--- config.mk ---
export PLATFORM = sky130hd
export DESIGN_NAME = charlieplex_pwm_scanner
export DESIGN_NICKNAME = d
export VERILOG_FILES = /design/src/rtl/charlieplex_pwm_scanner.sv
export SDC_FILE = /design/constraint.sdc
export NUM_CORES = 2
export LEC_CHECK = 0
export ABC_AREA = 1
export BUFFER_PORTS_ARGS = -buffer_cell sky130_fd_sc_hd__clkbuf_2
export CAP_MARGIN = 20
export CELL_PAD_IN_SITES_DETAIL_PLACEMENT = 0
export CELL_PAD_IN_SITES_GLOBAL_PLACEMENT = 2
export CORE_ASPECT_RATIO = 1.5
export CORE_MARGIN = 8
export CORE_UTILIZATION = 35
export CTS_CLUSTER_SIZE = 24
export DETAILED_ROUTE_END_ITERATION = 10
export PLACE_DENSITY_LB_ADDON = 0.15
export SLEW_MARGIN = 20
export SYNTH_ARGS = -nofsm -noshare
export SYNTH_HDL_FRONTEND = slang
export SYNTH_SLANG_ARGS = --single-unit
--- constraint.sdc ---
create_clock -name clock -period 11.8 [get_ports clock]
set_clock_uncertainty 0.05 [all_clocks]
set_input_delay 0.59 -clock clock [delete_from_list [all_inputs] [get_ports clock]]
set_output_delay 0.59 -clock clock [all_outputs]
set_load 0.02 [all_outputs]
--- src/rtl/charlieplex_pwm_scanner.sv ---
// Double-buffered charlieplex scanner with per-LED PWM brightness.
// BANKS pin groups are scanned in lockstep; the front buffer is displayed
// while the back buffer takes writes, and swaps commit only at frame wrap.
module charlieplex_pwm_scanner #(
   parameter  int unsigned PINS     = 9,
   parameter  int unsigned BANKS    = 2,
   parameter  int unsigned PWM_BITS = 4,
   parameter  int unsigned BLANK    = 1,
   localparam int unsigned LEDS     = PINS * (PINS - 1),
   localparam int unsigned AW       = $clog2(BANKS * LEDS),
   localparam int unsigned SW       = $clog2(LEDS)
) (
   input  logic                  clock,
   input  logic                  aclr,
   input  logic                  wr_en,
   input  logic [AW-1:0]         wr_addr,
   input  logic [PWM_BITS-1:0]   wr_data,
   input  logic                  swap,
   output logic                  swap_pending,
   output logic                  frame_done,
   output logic [SW-1:0]         scan_slot,
   output logic [BANKS*PINS-1:0] pin_oe,
   output logic [BANKS*PINS-1:0] pin_out
);

   localparam int unsigned NENT   = BANKS * LEDS;
   localparam int unsigned TCOUNT = (2 ** PWM_BITS) + BLANK;
   localparam int unsigned TW     = $clog2(TCOUNT);
   localparam int unsigned PW     = $clog2(PINS);

   localparam logic [TW-1:0]   TMAX   = TW'(TCOUNT - 1);
   localparam logic [TW-1:0]   ACTIVE = TW'(2 ** PWM_BITS);
   localparam logic [SW-1:0]   SMAX   = SW'(LEDS - 1);
   localparam logic [SW-1:0]   ROWLEN = SW'(PINS - 1);
   localparam logic [PINS-1:0] ONE    = PINS'(1);

   logic [TW-1:0]       tick;
   logic [SW-1:0]       slot;
   logic                front_sel;
   logic                wrap;
   logic [PWM_BITS-1:0] buffer0 [NENT];
   logic [PWM_BITS-1:0] buffer1 [NENT];

   logic [PW-1:0]         anode;
   logic [PW-1:0]         kidx;
   logic [PW-1:0]         cathode;
   logic [BANKS*PINS-1:0] oe_nxt;
   logic [BANKS*PINS-1:0] out_nxt;

   // Decode the current slot into its anode/cathode pin pair
   always_comb begin
      anode   = PW'(slot / ROWLEN);
      kidx    = PW'(slot % ROWLEN);
      cathode = (kidx < anode) ? kidx : kidx + 1'b1;
      wrap    = (tick == TMAX) && (slot == SMAX);
   end

   for (genvar b = 0; b < BANKS; b++) begin : g_bank
      localparam logic [AW-1:0] BASE = AW'(b * LEDS);

      logic [PWM_BITS-1:0] level;
      logic                lit;

      // Fetch this bank's front-buffer brightness and compare against the PWM tick
      always_comb begin
         level = front_sel ? buffer1[BASE + AW'(slot)] : buffer0[BASE + AW'(slot)];
         lit   = (tick < ACTIVE) && (tick < TW'(level));
      end

      assign oe_nxt[b*PINS +: PINS]  = lit ? ((ONE << anode) | (ONE << cathode)) : '0;
      assign out_nxt[b*PINS +: PINS] = lit ? (ONE << anode) : '0;
   end

   // Scan counters, swap bookkeeping and registered pin drive
   always_ff @(posedge clock) begin
      if (aclr) begin
         tick         <= '0;
         slot         <= '0;
         front_sel    <= 1'b0;
         swap_pending <= 1'b0;
         frame_done   <= 1'b0;
         scan_slot    <= '0;
         pin_oe       <= '0;
         pin_out      <= '0;
      end else begin
         pin_oe     <= oe_nxt;
         pin_out    <= out_nxt;
         scan_slot  <= slot;
         frame_done <= wrap;

         if (tick == TMAX) begin
            tick <= '0;
            slot <= (slot == SMAX) ? '0 : slot + 1'b1;
         end else begin
            tick <= tick + 1'b1;
         end

         // a swap arriving on the commit edge is absorbed by that commit
         if (wrap && swap_pending) begin
            front_sel    <= ~front_sel;
            swap_pending <= 1'b0;
         end else if (swap) begin
            swap_pending <= 1'b1;
         end
      end
   end

   // Back-buffer writes; the buffer not selected by front_sel takes the data
   always_ff @(posedge clock) begin
      if (aclr) begin
         buffer0 <= '{default: '0};
         buffer1 <= '{default: '0};
      end else if (wr_en && (32'(wr_addr) < NENT)) begin
         if (front_sel) begin
            buffer0[wr_addr] <= wr_data;
         end else begin
            buffer1[wr_addr] <= wr_data;
         end
      end
   end

endmodule

==> reports/summary.md <==
### Route
- drc violations: 0
- total vias in the final route: 54122
- number of routed nets with antenna violations: 0
- wire per inst: 21.6 um
- final wirelength: 222 mm
- first-pass iteration count of the detailed router: 6
- First DRT Iteration DRCs: 4016
- routed vias/inst: 5.25

### Synth
- average cell area after synthesis: 6.65 um2
- list of most frequent post-synthesis cells: nor2_1, o21ai_0, dfxtp_1
- Synthesis Warnings: 0
- cell type with the largest total area after synthesis: dfxtp_1
- number of enable-type register cells in the synthesized netlist: 0
- cells after synthesis: 8406
- fraction of synthesis flops using an asynchronous set or reset pin: 0%
- post-synth cell types: 43
- top-area cell type share of the netlist area: 43.3%
- cell area after synthesis: 0.0559 mm2
- sequential-to-total area share from yosys stat: 43.3%
- dominant register cell in the synthesized netlist: dfxtp_1
- net count after synthesis: 8439
- top cells by area, synth: dfxtp_1, nor2_1, o21ai_0
- synthesis-stage register bit count: 1210
- most common cell in the synthesized netlist: nor2_1

### Power
- peak supply drop: 0.138 mV
- Int Power: 6.74 mW
- switching power share of the total: 23.7%
- Total Power: 8.83 mW
- leakage dissipation: 24.4 nW
- Comb power frac: 3.6%
- NetSw: 2.09 mW
- Pwr Density: 143 mW/mm2
- Clk pwr share: 50.1%
- register share of total power: 46.3%

### Critical path
- Most Frequent Cell on Critical Path: nand2_1
- number of cells on the worst reg-to-reg path: 18
- Crit Path Class: reg -> reg
- CP Buf/Inv Count: 3
- cells traversed along the worst timing path: buf_4 -> buf_4 -> o21ai_0 -> o22ai_1 -> o21ai_1 -> nand2_1 -> nand3_1 -> nand3_1 -> nand3_1 -> nand2_1 -> nand2_1 -> nand2_1 -> inv_1 -> ha_1 -> a21o_1 -> a2111oi_0 -> nand2_4 -> nor2_1
- Crit path arrival time: 6.45 ns
- cell at the slowest stage of the critical path: buf_4
- Max FO, Critical Path: 83
- startpoint type of the worst setup path: flip-flop
- cell depth of the worst setup path: 18
- delay of the slowest cell on the worst path: 0.81 ns
- gate family responsible for the most delay along the worst path: buffers and inverters
- Req. time, crit path: 12.47 ns
- capturing element type of the critical path: flip-flop

### Timing
- headroom to the max-slew limit: 28.0%
- final-report setup violation count: 0
- pins over their slew limit: 0
- Setup Total Neg Slack: 0 ns
- unrepaired setup endpoints after global routing: no
- post-layout minimum cycle time: 5.78 ns
- slew at the pin closest to its max-slew limit: 1.08 ns
- Period Utilization, post-route: 49.0%
- Final Hold Vio Count: 0
- worst hold slack: 0.269 ns
- top achievable clock speed: 0.173 GHz

### Final layout
- share of post-route cells with drive strength above 1: 4.67%
- Post-Layout Cell Count: 10303
- Area growth, synth to finish: 10.2%
- Final Cell Area: 0.0617 mm2
- # nets final: 8145

### Global routing
- number of antenna violations at the first check in global routing: 12
- GRT Total Usage: 24.8%
- maximum number of pins on one net before global-route repair: 186
- via count of the first global-routing pass: 51689
- global-route wire length before repair: 331 mm
- overall overflow remaining after global route: 0

### Status
- outcome: finished clean

### Die
- Core Area: 0.159 mm2
- I/O pin cnt: 61
- die boundary height: 506 um
- Die ar.: 0.173 mm2
- Placement Rows: 179
- starting density of the core: 35.3%
- Die Span X: 342 um

### Run
- # Max-Cap Violations: 0

### Clocking
- # clock sinks: 1210
- CTS tree: built
- clock edge transition at the registers on the reported setup and hold paths: 0.06 ns
- CTS H-tree lvls: 4
- cell at the root of the clock tree: clkbuf_16
- maximum number of buffers from clock root to sink: 3
- clock latency on the worst-skew pair: 0.78 ns
- number of buffers inserted during clock tree synthesis: 134

### Hold path
- classification of the worst-slack hold path: in -> reg
- Worst Hold Depth: 2

### Place
- number of buffer cells added on primary ports: 60
- placer congestion estimate: 0.847
- Post-Place Cell Area: 0.0571 mm2
- placed wire-length estimate: 140 mm
- cell count after placement: 10055

==> cells by family after synthesis <==
| kind of cell | count (synthesis) | share of synthesized area [%] |
|---|---|---|
| adder cells (fa/ha/maj) | 17 | 0.380 |
| multiplexers | 18 | 0.322 |
| buffers and inverters | 1102 | 8.13 |
| XOR/XNOR | 6 | 0.0940 |
| AND/OR/NAND/NOR | 3732 | 25.7 |
| flip-flops | 1210 | 43.3 |
| AO/OA/AOI/OAI | 2321 | 22.0 |
==> final cells by class <==
class	instances	area, um2
antenna	6	15.0
clock buffer	206	4090
clock inverter	34	464
fill	17295	96900
inverter	534	2050
multi-input combinational	6094	27200
sequential	1210	24200
tap	2081	2600
timing repair buffer	138	995
==> flip-flops by register name (all words and copies together), names as in the netlist <==
| register | cells |
|---|---|
| frame_done | 1 |
| front_sel | 1 |
| slot | 7 |
| swap_pending | 1 |
| buffer1 | 576 |
| buffer0 | 576 |
| scan_slot | 7 |
| tick | 5 |
| pin_oe | 18 |
| pin_out | 18 |
==> worst paths after layout <==
kind	end	slack (ns)	start
setup / recovery	pin_out[11]	6.02	slot[0]
hold / removal	frame_done	0.27	aclr
setup reg to reg	pin_out[11]	6.02	slot[0]
hold reg to reg	buffer0[428]	0.39	buffer0[428]
==> repair_timing <==
action / 4_1_cts / 5_1_grt
buffers inserted: 0 / 0
gates resized for setup: 0 / 0
hold buffers: 1 / 0
endpoints found under the setup margin: 0 / 0
hold endpoints to repair: 1 / 0
==> through the flow <==
stage | utilization, % | setup slack (ns)
final | 38.9 | 6.02
after global routing | 38.9 | 5.75
after CTS | 38.9 | 6.09
after detailed placement | 36.0 | 6.09
after global placement | 36.0 | 6.03
after floorplan | - | 7.44
==> cell usage in the layout (no fill, tap or decap), drive strengths merged, types with 4 or more instances in the layout <==
cell	synthesis	routed
xor2	5	5
o22ai	162	162
nand2	837	837
nand3	250	250
o211ai	100	100
inv	533	539
clkinv	1	18
nand4	4	4
clkbuf	383	262
a21oi	267	267
ha	17	17
diode	0	6
buf	185	81
bufinv	0	9
dfxtp	1210	1210
o221ai	57	57
mux2i	18	18
nor2	2633	2633
a31oi	6	6
o21ai	1720	1720
nor3	4	4
==> metal layers <==
metal | global-route usage, % | vias up | part of all wire [%]
met3 | 2.98 | 336 | 4.2
met4 | 10.0 | 0 | 3.8
met1 | 29.8 | 25732 | 42
met5 | 0 | - | 0
met2 | 44.4 | 1237 | 50
li1 | - | 26817 | -
==> power groups by stage <==
stage / clock [mW] / sequential, mW / combinational [mW]
after CTS: 4.53 / 4.09 / 0.314
after global routing: 4.69 / 4.09 / 0.346
after global placement: 0 / 4.18 / 0.314
final: 4.42 / 4.09 / 0.315
after detailed placement: 0 / 4.18 / 0.313
after floorplan: 0 / 4.19 / 0.195
(Power assumes the default switching activity.)
